--- config.mk ---
export PLATFORM = sky130hd
export DESIGN_NAME = move_controller
export DESIGN_NICKNAME = d
export VERILOG_FILES = /design/src/rtl/connect4_pkg.sv /design/src/rtl/connect4_board.sv /design/src/rtl/move_controller.sv
export SDC_FILE = /design/constraint.sdc
export NUM_CORES = 1
export LEC_CHECK = 0
export BUFFER_PORTS_ARGS = -buffer_cell sky130_fd_sc_hd__buf_2
export CORE_MARGIN = 1
export CORE_UTILIZATION = 58
export CTS_CLUSTER_DIAMETER = 80
export DETAILED_ROUTE_END_ITERATION = 6
export PLACE_DENSITY = 0.81
export SYNTH_ARGS = -nofsm -noshare
export SYNTH_HDL_FRONTEND = slang
export SYNTH_SLANG_ARGS = --single-unit
--- constraint.sdc ---
create_clock -name clk -period 6.9 [get_ports clk]
set_input_delay 1.38 -clock clk [delete_from_list [all_inputs] [get_ports clk]]
set_output_delay 1.38 -clock clk [all_outputs]
set_load 0.005 [all_outputs]
--- src/rtl/connect4_pkg.sv ---
// rtl/connect4_pkg.sv - shared Connect4 constants, encodings and direction table
package connect4_pkg;

    localparam int COLS  = 7;
    localparam int ROWS  = 6;
    localparam int CELLS = COLS * ROWS;

    localparam logic [2:0] NCOLS = 3'(COLS);
    localparam logic [2:0] NROWS = 3'(ROWS);
    localparam logic [5:0] MAX_MOVES = 6'(CELLS);

    localparam logic [1:0] EMPTY   = 2'b00;
    localparam logic [1:0] P1_CELL = 2'b01;
    localparam logic [1:0] P2_CELL = 2'b10;

    localparam logic [1:0] NEXT_TURN = 2'b00;
    localparam logic [1:0] P1_WIN    = 2'b01;
    localparam logic [1:0] P2_WIN    = 2'b10;
    localparam logic [1:0] TIE_GAME  = 2'b11;

    typedef enum logic [1:0] {
        ST_IDLE   = 2'd0,
        ST_PLACE  = 2'd1,
        ST_CHECK  = 2'd2,
        ST_REPORT = 2'd3
    } ctrl_state_e;

    // Scan directions in order: horizontal, vertical, rising diagonal, falling diagonal
    function automatic logic signed [3:0] dir_dx(input logic [1:0] dir);
        case (dir)
            2'd1:    return 4'sd0;
            default: return 4'sd1;
        endcase
    endfunction

    function automatic logic signed [3:0] dir_dy(input logic [1:0] dir);
        case (dir)
            2'd0:    return 4'sd0;
            2'd3:    return -4'sd1;
            default: return 4'sd1;
        endcase
    endfunction

endpackage

--- src/rtl/connect4_board.sv ---
// rtl/connect4_board.sv - board cell storage, column heights, scanner and display read ports
module connect4_board
    import connect4_pkg::*;
(
    input  logic       clk,
    input  logic       reset,
    input  logic       clear_i,
    input  logic       wr_en_i,
    input  logic [2:0] wr_col_i,
    input  logic [2:0] wr_row_i,
    input  logic [1:0] wr_cell_i,
    input  logic [2:0] hgt_col_i,
    output logic [2:0] hgt_o,
    input  logic [2:0] sc_col_i,
    input  logic [2:0] sc_row_i,
    output logic [1:0] sc_cell_o,
    input  logic [2:0] rd_col_i,
    input  logic [2:0] rd_row_i,
    output logic [1:0] rd_cell_o
);

    logic [1:0] cells_q   [CELLS];
    logic [2:0] heights_q [COLS];

    logic [5:0] wr_idx;
    logic [5:0] sc_idx;
    logic [5:0] rd_idx;

    // Cells are stored row-major: index = row * COLS + col
    assign wr_idx = 6'(wr_row_i) * 6'(COLS) + 6'(wr_col_i);
    assign sc_idx = 6'(sc_row_i) * 6'(COLS) + 6'(sc_col_i);
    assign rd_idx = 6'(rd_row_i) * 6'(COLS) + 6'(rd_col_i);

    always_ff @(posedge clk or posedge reset) begin
        if (reset) begin
            for (int i = 0; i < CELLS; i++) cells_q[i] <= EMPTY;
            for (int c = 0; c < COLS; c++) heights_q[c] <= '0;
        end else if (clear_i) begin
            for (int i = 0; i < CELLS; i++) cells_q[i] <= EMPTY;
            for (int c = 0; c < COLS; c++) heights_q[c] <= '0;
        end else if (wr_en_i && (wr_col_i < NCOLS) && (wr_row_i < NROWS)) begin
            cells_q[wr_idx]     <= wr_cell_i;
            heights_q[wr_col_i] <= heights_q[wr_col_i] + 3'd1;
        end
    end

    assign hgt_o     = (hgt_col_i < NCOLS) ? heights_q[hgt_col_i] : 3'd0;
    assign sc_cell_o = ((sc_col_i < NCOLS) && (sc_row_i < NROWS)) ? cells_q[sc_idx] : EMPTY;
    assign rd_cell_o = ((rd_col_i < NCOLS) && (rd_row_i < NROWS)) ? cells_q[rd_idx] : EMPTY;

endmodule

--- src/rtl/move_controller.sv ---
// rtl/move_controller.sv - Connect4 move sequencer: drop, fixed-length win scan, result report
module move_controller
    import connect4_pkg::*;
(
    input  logic       clk,
    input  logic       reset,
    input  logic       new_game,
    input  logic       drop_req,
    input  logic [2:0] drop_col,
    output logic       busy,
    output logic       done,
    output logic       illegal,
    output logic [1:0] game_status,
    output logic       player_turn,
    input  logic [2:0] rd_col,
    input  logic [2:0] rd_row,
    output logic [1:0] rd_cell
);

    ctrl_state_e state_q, state_d;
    logic [2:0] col_q, col_d;
    logic [2:0] row_q, row_d;
    logic [1:0] token_q, token_d;
    logic [5:0] moves_q, moves_d;
    logic [1:0] dir_q, dir_d;
    logic       side_q, side_d;
    logic [1:0] step_q, step_d;
    logic [2:0] run_q, run_d;
    logic       stop_q, stop_d;
    logic       win_q, win_d;
    logic       over_q, over_d;
    logic [1:0] status_q, status_d;
    logic       turn_q, turn_d;
    logic       illegal_q, illegal_d;

    logic [2:0] req_height;
    logic       wr_en;
    logic [2:0] sc_col;
    logic [2:0] sc_row;
    logic [1:0] sc_cell;
    logic signed [3:0] dx, dy, off, nx, ny;
    logic       nb_valid;
    logic       nb_match;
    logic [2:0] run_next;
    logic       dir_win;
    logic       reject;

    connect4_board u_board (
        .clk       (clk),
        .reset     (reset),
        .clear_i   (new_game),
        .wr_en_i   (wr_en),
        .wr_col_i  (col_q),
        .wr_row_i  (row_q),
        .wr_cell_i (token_q),
        .hgt_col_i (drop_col),
        .hgt_o     (req_height),
        .sc_col_i  (sc_col),
        .sc_row_i  (sc_row),
        .sc_cell_o (sc_cell),
        .rd_col_i  (rd_col),
        .rd_row_i  (rd_row),
        .rd_cell_o (rd_cell)
    );

    // Neighbour at step*(dx,dy), mirrored on the negative side; 4-bit wrap lands negative
    always_comb begin
        dx       = dir_dx(dir_q);
        dy       = dir_dy(dir_q);
        off      = side_q ? -$signed({2'b00, step_q}) : $signed({2'b00, step_q});
        nx       = $signed({1'b0, col_q}) + dx * off;
        ny       = $signed({1'b0, row_q}) + dy * off;
        nb_valid = !nx[3] && (nx[2:0] < NCOLS) && !ny[3] && (ny[2:0] < NROWS);
        sc_col   = nx[2:0];
        sc_row   = ny[2:0];
        nb_match = nb_valid && (sc_cell == token_q);
        run_next = (!stop_q && nb_match) ? run_q + 3'd1 : run_q;
        dir_win  = side_q && (step_q == 2'd3) && (run_next >= 3'd3);
        reject   = (drop_col >= NCOLS) || (req_height == NROWS) || over_q;
    end

    always_comb begin
        state_d   = state_q;
        col_d     = col_q;
        row_d     = row_q;
        token_d   = token_q;
        moves_d   = moves_q;
        dir_d     = dir_q;
        side_d    = side_q;
        step_d    = step_q;
        run_d     = run_q;
        stop_d    = stop_q;
        win_d     = win_q;
        over_d    = over_q;
        status_d  = status_q;
        turn_d    = turn_q;
        illegal_d = 1'b0;
        wr_en     = 1'b0;
        if (new_game) begin
            state_d  = ST_IDLE;
            col_d    = '0;
            row_d    = '0;
            token_d  = EMPTY;
            moves_d  = '0;
            dir_d    = '0;
            side_d   = 1'b0;
            step_d   = 2'd1;
            run_d    = '0;
            stop_d   = 1'b0;
            win_d    = 1'b0;
            over_d   = 1'b0;
            status_d = NEXT_TURN;
            turn_d   = 1'b0;
        end else begin
            case (state_q)
                ST_IDLE: begin
                    if (drop_req) begin
                        if (reject) begin
                            illegal_d = 1'b1;
                        end else begin
                            col_d   = drop_col;
                            row_d   = req_height;
                            token_d = {turn_q, ~turn_q};
                            state_d = ST_PLACE;
                        end
                    end
                end
                ST_PLACE: begin
                    wr_en   = 1'b1;
                    moves_d = moves_q + 6'd1;
                    run_d   = '0;
                    stop_d  = 1'b0;
                    win_d   = 1'b0;
                    dir_d   = '0;
                    side_d  = 1'b0;
                    step_d  = 2'd1;
                    state_d = ST_CHECK;
                end
                ST_CHECK: begin
                    run_d = run_next;
                    if (!stop_q && !nb_match) stop_d = 1'b1;
                    if (step_q == 2'd3) begin
                        step_d = 2'd1;
                        stop_d = 1'b0;
                        side_d = ~side_q;
                        if (side_q) begin
                            run_d = '0;
                            dir_d = dir_q + 2'd1;
                            if (dir_win) win_d = 1'b1;
                            if (dir_q == 2'd3) begin
                                state_d = ST_REPORT;
                                if (win_q || dir_win) begin
                                    status_d = token_q;
                                    over_d   = 1'b1;
                                end else if (moves_q == MAX_MOVES) begin
                                    status_d = TIE_GAME;
                                    over_d   = 1'b1;
                                end else begin
                                    status_d = NEXT_TURN;
                                    turn_d   = ~turn_q;
                                end
                            end
                        end
                    end else begin
                        step_d = step_q + 2'd1;
                    end
                end
                ST_REPORT: state_d = ST_IDLE;
                default:   state_d = ST_IDLE;
            endcase
        end
    end

    always_ff @(posedge clk or posedge reset) begin
        if (reset) begin
            state_q   <= ST_IDLE;
            col_q     <= '0;
            row_q     <= '0;
            token_q   <= EMPTY;
            moves_q   <= '0;
            dir_q     <= '0;
            side_q    <= 1'b0;
            step_q    <= 2'd1;
            run_q     <= '0;
            stop_q    <= 1'b0;
            win_q     <= 1'b0;
            over_q    <= 1'b0;
            status_q  <= NEXT_TURN;
            turn_q    <= 1'b0;
            illegal_q <= 1'b0;
        end else begin
            state_q   <= state_d;
            col_q     <= col_d;
            row_q     <= row_d;
            token_q   <= token_d;
            moves_q   <= moves_d;
            dir_q     <= dir_d;
            side_q    <= side_d;
            step_q    <= step_d;
            run_q     <= run_d;
            stop_q    <= stop_d;
            win_q     <= win_d;
            over_q    <= over_d;
            status_q  <= status_d;
            turn_q    <= turn_d;
            illegal_q <= illegal_d;
        end
    end

    assign busy        = (state_q != ST_IDLE);
    assign done        = (state_q == ST_REPORT);
    assign illegal     = illegal_q;
    assign game_status = status_q;
    assign player_turn = turn_q;

endmodule
Word-level counts from Yosys, hierarchy flattened
Index checks and enable logic that the tools add are counted.
{"block": "op_classes", "add_sub_neg": 11, "multipliers": 5, "order_cmp": 16, "eq_ne": 19, "n_mux": 100, "bitwise_logic": 7, "reduce_logical": 43}
{"operator": "$mux 84", "count": 2}
{"operator": "$bwmux 84", "count": 1}
{"operator": "$mux 2", "count": 29}
{"operator": "$mux 3", "count": 18}
{"operator": "$mux 21", "count": 2}
{"operator": "$mux 1", "count": 30}
{"operator": "$bmux 2 s6", "count": 2}
{"operator": "$bwmux 21", "count": 1}
{"operator": "$ge 7x7->1 const B", "count": 3}
{"operator": "$lt 3x3->1 const B", "count": 7}
{"operator": "$not 6->7", "count": 3}
{"operator": "$add 6x3->6", "count": 3}
{"operator": "$bmux 3 s3", "count": 2}
{"operator": "$mul 3x3->6 const B", "count": 3}
{"operator": "$ne 3x3->1 const B", "count": 6}
{"operator": "$reduce_bool 2->1", "count": 9}
{"operator": "$logic_and 1x1->1", "count": 14}
{"operator": "$demux 2 s6", "count": 1}
{"operator": "$mux 6", "count": 2}
{"operator": "$reduce_and 5->1", "count": 2}
{"operator": "$demux 3 s3", "count": 1}
{"operator": "$add 4x4->4", "count": 2}
{"operator": "$eq 2x2->1 const B", "count": 4}
{"operator": "$ge 4x4->1 const B", "count": 2}
{"operator": "other kinds (31)", "count": 52}
{"block": "word_totals", "ff_bits": 136, "output_inout_bits": 8}

Logic depth before layout (Yosys ltp)
{"block": "logic_depth", "ltp_word": 24, "ltp_mapped": 26, "mapped_depth_nobuf": 24}

Modules after synthesis
Synthesis repeated with hierarchy kept, for this count alone.
{"block": "hier_totals", "cells_unflattened": 894, "area_unflattened_um2": 9465.3}
{"module": "connect4_board", "instances": 1, "cells_per_inst": 657, "area_each_um2": 7260.7}
{"module": "move_controller", "instances": 1, "cells_per_inst": 237, "area_each_um2": 2204.6}

Least setup slack after synthesis
OpenSTA, ideal clock, no wires.
{"block": "synth_path", "path_kind": "register to register", "from": "reg step_q[0]", "to": "reg turn_q, in the netlist player_turn", "t_arrival_ns": 7.265, "t_required_ns": 6.777, "setup_slack_ns": -0.489, "path_stages_with_launch": 25, "path_buffers": 1, "cell_sequence": "dfstp_2 > inv_1 > ha_1 > mux2i_1 > nor2b_1 > ha_1 > ha_1 > fa_1 > inv_1 > fa_1 > inv_1 > fa_1 > inv_1 > fa_1 > fa_1 > buf_2 > mux4_1 > mux2i_1 > o221ai_1 > a31oi_1 > xnor2_1 > nor4b_4 > mux2_4 > or4b_4 > mux2i_1"}
{"block": "synth_between", "elab_chain_len": 20, "elab_cells_between_ends": 33}
{"element": "from (decl)", "line_no": "move_controller.sv:27", "text": "logic [1:0] step_q, step_d;"}
{"element": "from (signal assigned)", "line_no": "move_controller.sv:199", "text": "step_q <= step_d;"}
{"element": "$neg 2->4", "line_no": "move_controller.sv:70", "text": "off = side_q ? -$signed({2'b00, step_q}) : $signed({2'b00, step_q});"}
{"element": "$mux 4", "line_no": "move_controller.sv:70"}
{"element": "$mul 4x4->4", "line_no": "move_controller.sv:72", "text": "ny = $signed({1'b0, row_q}) + dy * off;"}
{"element": "$add 4x4->4", "line_no": "move_controller.sv:72"}
{"element": "$mul 3x3->6", "line_no": "connect4_board.sv:31", "text": "assign sc_idx = 6'(sc_row_i) * 6'(COLS) + 6'(sc_col_i);"}
{"element": "$add 6x3->6", "line_no": "connect4_board.sv:31"}
{"element": "$not 6->7 (implied by the code)", "line_no": "connect4_board.sv:48", "text": "assign sc_cell_o = ((sc_col_i < NCOLS) && (sc_row_i < NROWS)) ? cells_q[sc_idx] : EMPTY;"}
{"element": "$bmux 2 s6", "line_no": "connect4_board.sv:48"}
{"element": "[... 4 more ...]"}
{"element": "$logic_and 1x1->1", "line_no": "move_controller.sv:76", "text": "nb_match = nb_valid && (sc_cell == token_q);"}
{"element": "$logic_and 1x1->1", "line_no": "move_controller.sv:77", "text": "run_next = (!stop_q && nb_match) ? run_q + 3'd1 : run_q;"}
{"element": "$mux 3", "line_no": "move_controller.sv:77"}
{"element": "$ge 3x2->1", "line_no": "move_controller.sv:78", "text": "dir_win = side_q && (step_q == 2'd3) && (run_next >= 3'd3);"}
{"element": "$logic_and 1x1->1", "line_no": "move_controller.sv:78"}
{"element": "$logic_or 1x1->1", "line_no": "move_controller.sv:152", "text": "if (win_q || dir_win) begin"}
{"element": "$ne 2x2->1 (no source line)"}
{"element": "$reduce_and 6->1 (no source line) *"}
{"element": "to (signal assigned)", "line_no": "move_controller.sv:205", "text": "turn_q <= turn_d;"}
{"element": "to (decl)", "line_no": "move_controller.sv:33", "text": "logic turn_q, turn_d;"}
Mark *: on every way between the ends. The rest lies on a longest branch, timed or not. The select of a mux whose other input is x is not followed.
A chain may end at the register's enable or synchronous reset.

Final worst setup path
Ends and elaborated chain as after synthesis.

==> results.md <==
- Total power: roughly 0.0027 W
- Nets@finish: around 1100
- Top-count cell post-synth: nand2_1
- Fin util: 0.6616
- Fin Clk Skew: a little under 0.007 ns
- Max-cap violation count: 0
- Max-slew violation count: 0
- Post-synth top cells: nand2_1 (136), dfrtp_1 (135), a21oi_1 (108), nor2_1 (92), o21ai_0 (77)
- Clock tree from TritonCTS: yes
- Vias: roughly 7800
- Worst-margin pin slew: around 0.92 ns
- Antenna Nets Post-Route: 0
- Cells after Synth: ~1000
- # H-tree levels: 4
- Reg-to-reg setup timing slack: -0.07 ns
- CTS Buffer Depth: 2
- GR Util met2: 0.4756
- Post-Syn Nets: 1086
- Final setup viols: 3
- Crit path max fanout: 4
- Layout cell share with drive strength beyond 1: 0.1416
- R2r worst-path depth: 25
- HP Start: u_board.cells_q[15]$_DFFE_PP0P_
- Register area share after synthesis: 0.3613
- Global-route wire length before repair: between 30000 and 40000 um
- Synth top area share: 0.3585
- Yosys top cell by area: dfrtp_1
- Power Density: roughly 260 nW/um2
- Drt first pass iters: 5
- Top cells by area, synth: dfrtp_1 (36%), ha_1 (7.4%), mux4_2 (7.2%), a21oi_1 (5.7%), nand2_1 (5.4%)
- DRT Wirelength: between 20000 and 25000 um
- Num CTS Buffers: 17
- Initial Util: 0.5933
- Failing checks: setup timing
- Critical Path AT: 7.32 ns
- TritonCTS sink count: 136
- Cell variety after synth: 59
- Worst skew pair latency: 0.43 ns
- Fin cells: roughly 1200
- Cell Area, Synth: ~9400 um2
- Fin worst setup slack: -0.06862 ns
- Worst Path Buf+Inv: 5
- Leakage power: about 4.6 nW
- WHS Path Cells: 2
- Initial antenna violation count: 0
- Post-DP HPWL: around 16000 um
- Synth Register Bits: ~140
- CP startpoint kind: flip-flop
- Grt met3 use: 0.05574
- Final hold violation count: 0
- Pre-CTS setup slack: -0.1215 ns
- Clock transition at the registers of the reported paths: roughly 0.06 ns
- Mapped Avg Cell Area: about 9.4 um2
- Tmin final: between 6 and 7 ns
- Crit-path leading delay family: adder cells
- Status: finished, violations left
- Crit-path max cell delay: approximately 0.55 ns
- DRC Markers: 0
- Post-synth EDFFs: 0
- Slowest CP cell: fa_2
- Std-Cell Core Area: 15890 um2
- DP Cell Count: between 1000 and 1500
- Maximum vdd drop: between 0.00015 and 0.0002 V
- FF-to-FF End: player_turn$_DFFE_PP0P_
- Total track usage: 0.2979
- Drt via density: ~6.3
- I/O pin cnt: 21
- Clk root buf: clkbuf_16
- Worst path depth: 25
- Worst Setup End Kind: flip-flop
- Quantity of I/O buffers inserted on ports: 20
- Fin Hold WS: about 0.54 ns
- Primary FF master, synth: dfrtp_1
- Vias in the first global route: 7459
- Critical path endpoint: player_turn$_DFFE_PP0P_
- Inserted Diodes: 0
- Worst reg2reg startpoint: step_q[0]$_DFFE_PP1P_
- Die H: 129.5 um
- Share of flip-flops with an asynchronous set or reset: 1.000
- M1 GR Usage: 0.4001
- Worst Setup SP: step_q[0]$_DFFE_PP1P_
- RSZ-0062 raised after global routing: true
- CP required: around 7.3 ns
- Largest net degree at the start of global routing: 74
- Final Cycle Share: 1.010
- Max Fclk: 0.1435 GHz
- Chip width: approximately 130 um
- Row count: 46
- CP Class: flip-flop to flip-flop
- DR WL/cell: between 15 and 20 um
- Total congestion overflow: 0
- DR iter-0 viols: 918
- Worst relative slew slack: 0.3837
- GRT Max-Usage Layer: met2
- Die ar.: 16760 um2
- Synth Warn #: 0
- Hold crit path type: flip-flop to flip-flop
- Placer congestion estimate: approximately 0.91
- Synth-to-Final Area Change: 11.52%
cell type report:
class                   instances  area [um2]
inverters                      47       181.4
repair buffers                 49       327.8
fillers                      1198        5375
well taps                     216       270.3
clock inverters                 5       127.6
clock buffers                  27       553.0
multi-input cells             753        5645
flip-flops and latches        136        3405
registers in the layout, indices dropped and copies added, names as in the netlist:
| register | count |
|---|---|
| moves_q | 6 |
| dir_q | 2 |
| player_turn | 1 |
| game_status | 2 |
| stop_q | 1 |
| over_q | 1 |
| row_q | 3 |
| win_q | 1 |
| run_q | 3 |
| state_q | 2 |
| illegal | 1 |
| col_q | 3 |
| side_q | 1 |
| token_q | 2 |
| step_q | 2 |
| u_board.heights_q | 21 |
| u_board.cells_q | 84 |
layer usage:
layer / vias up / wire (um)
li1: 3527 / -
met1: 3857 / 9923
met2: 381 / 11210
met3: 62 / 1745
met4: 0 / 663
met5: - / 0
worst register-to-register path, stage by stage (launching register included):
cell and delay [ns]:
dfstp_2 0.54, inv_2 0.05, ha_4 0.23, mux2i_2 0.17, nor2b_1 0.08, ha_1 0.28
ha_1 0.28, fa_1 0.49, inv_1 0.05, fa_1 0.49, inv_2 0.05, fa_1 0.51
inv_2 0.05, fa_2 0.55, fa_2 0.48, buf_6 0.16, mux4_1 0.20, and2b_1 0.15
a211oi_2 0.05, a2111oi_2 0.38, a31oi_1 0.10, xnor2_1 0.19, nor4b_4 0.35, mux2_4 0.34
or4b_4 0.49, mux2i_1 0.18
placed cells by master (no fill, tap or decap), types with 9 or more instances in the layout:
master | Yosys | layout
nand2_1 | 136 | 136
dfrtp_1 | 135 | 135
a21oi_1 | 108 | 106
nor2_1 | 92 | 92
o21ai_0 | 77 | 74
ha_1 | 56 | 55
nand3_1 | 45 | 45
inv_1 | 47 | 43
mux2i_1 | 42 | 40
mux4_2 | 30 | 32
buf_4 | 0 | 28
buf_2 | 3 | 19
xnor2_1 | 17 | 17
clkbuf_16 | 0 | 17
nor2b_1 | 15 | 15
mux4_1 | 16 | 14
fa_1 | 15 | 13
nor3_1 | 11 | 11
xor2_1 | 10 | 10
clkbuf_8 | 1 | 9
through the flow:
step / area [um2] / setup TNS, ns
6_report: 10510 / -0.08834
4_1_cts: 10470 / -0.2213
5_1_grt: 10510 / -0.8344
3_5_place_dp: 9726 / -0.2326
2_1_floorplan: 9443 / -0.005616
3_3_place_gp: 9726 / 0
cell families (layout without fill, tap and decap cells):
logic type / after synthesis / in the layout / synth area share
adder cells (fa/ha/maj): 71 / 71 / 0.1062
AO/OA/AOI/OAI: 228 / 228 / 0.1341
XOR/XNOR: 27 / 27 / 0.02509
flip-flops: 136 / 136 / 0.3613
AND/OR/NAND/NOR: 335 / 335 / 0.1584
multiplexers: 92 / 92 / 0.1661
buffers and inverters: 113 / 128 / 0.04886
power by group:
group	total (W)	leakage, nW	switching (W)	internal (W)
Sequential	0.000876	1.89	0.0000451	0.000831
Clock	0.00103	0.332	0.000340	0.000692
Combinational	0.000839	2.42	0.000498	0.000341
worst min-delay path by stage:
stage                                       to  slack, ns
6_report       u_board.cells_q[15]$_DFFE_PP0P_       0.54
5_1_grt        u_board.cells_q[42]$_DFFE_PP0P_       0.56
4_1_cts        u_board.cells_q[15]$_DFFE_PP0P_       0.54
3_5_place_dp   u_board.cells_q[15]$_DFFE_PP0P_       0.53
3_3_place_gp              run_q[1]$_DFFE_PP0P_       0.51
2_1_floorplan  u_board.cells_q[78]$_DFFE_PP0P_       0.49
what timing repair did:
action | 4_1_cts | 5_1_grt
gates cloned | 0 | 0
pin swaps | 7 | 10
resized for setup | 11 | 12
hold buffers | 0 | 0
endpoints found under the setup margin | 4 | 8
buffers inserted | 2 | 1
(Power assumes the default switching activity.)
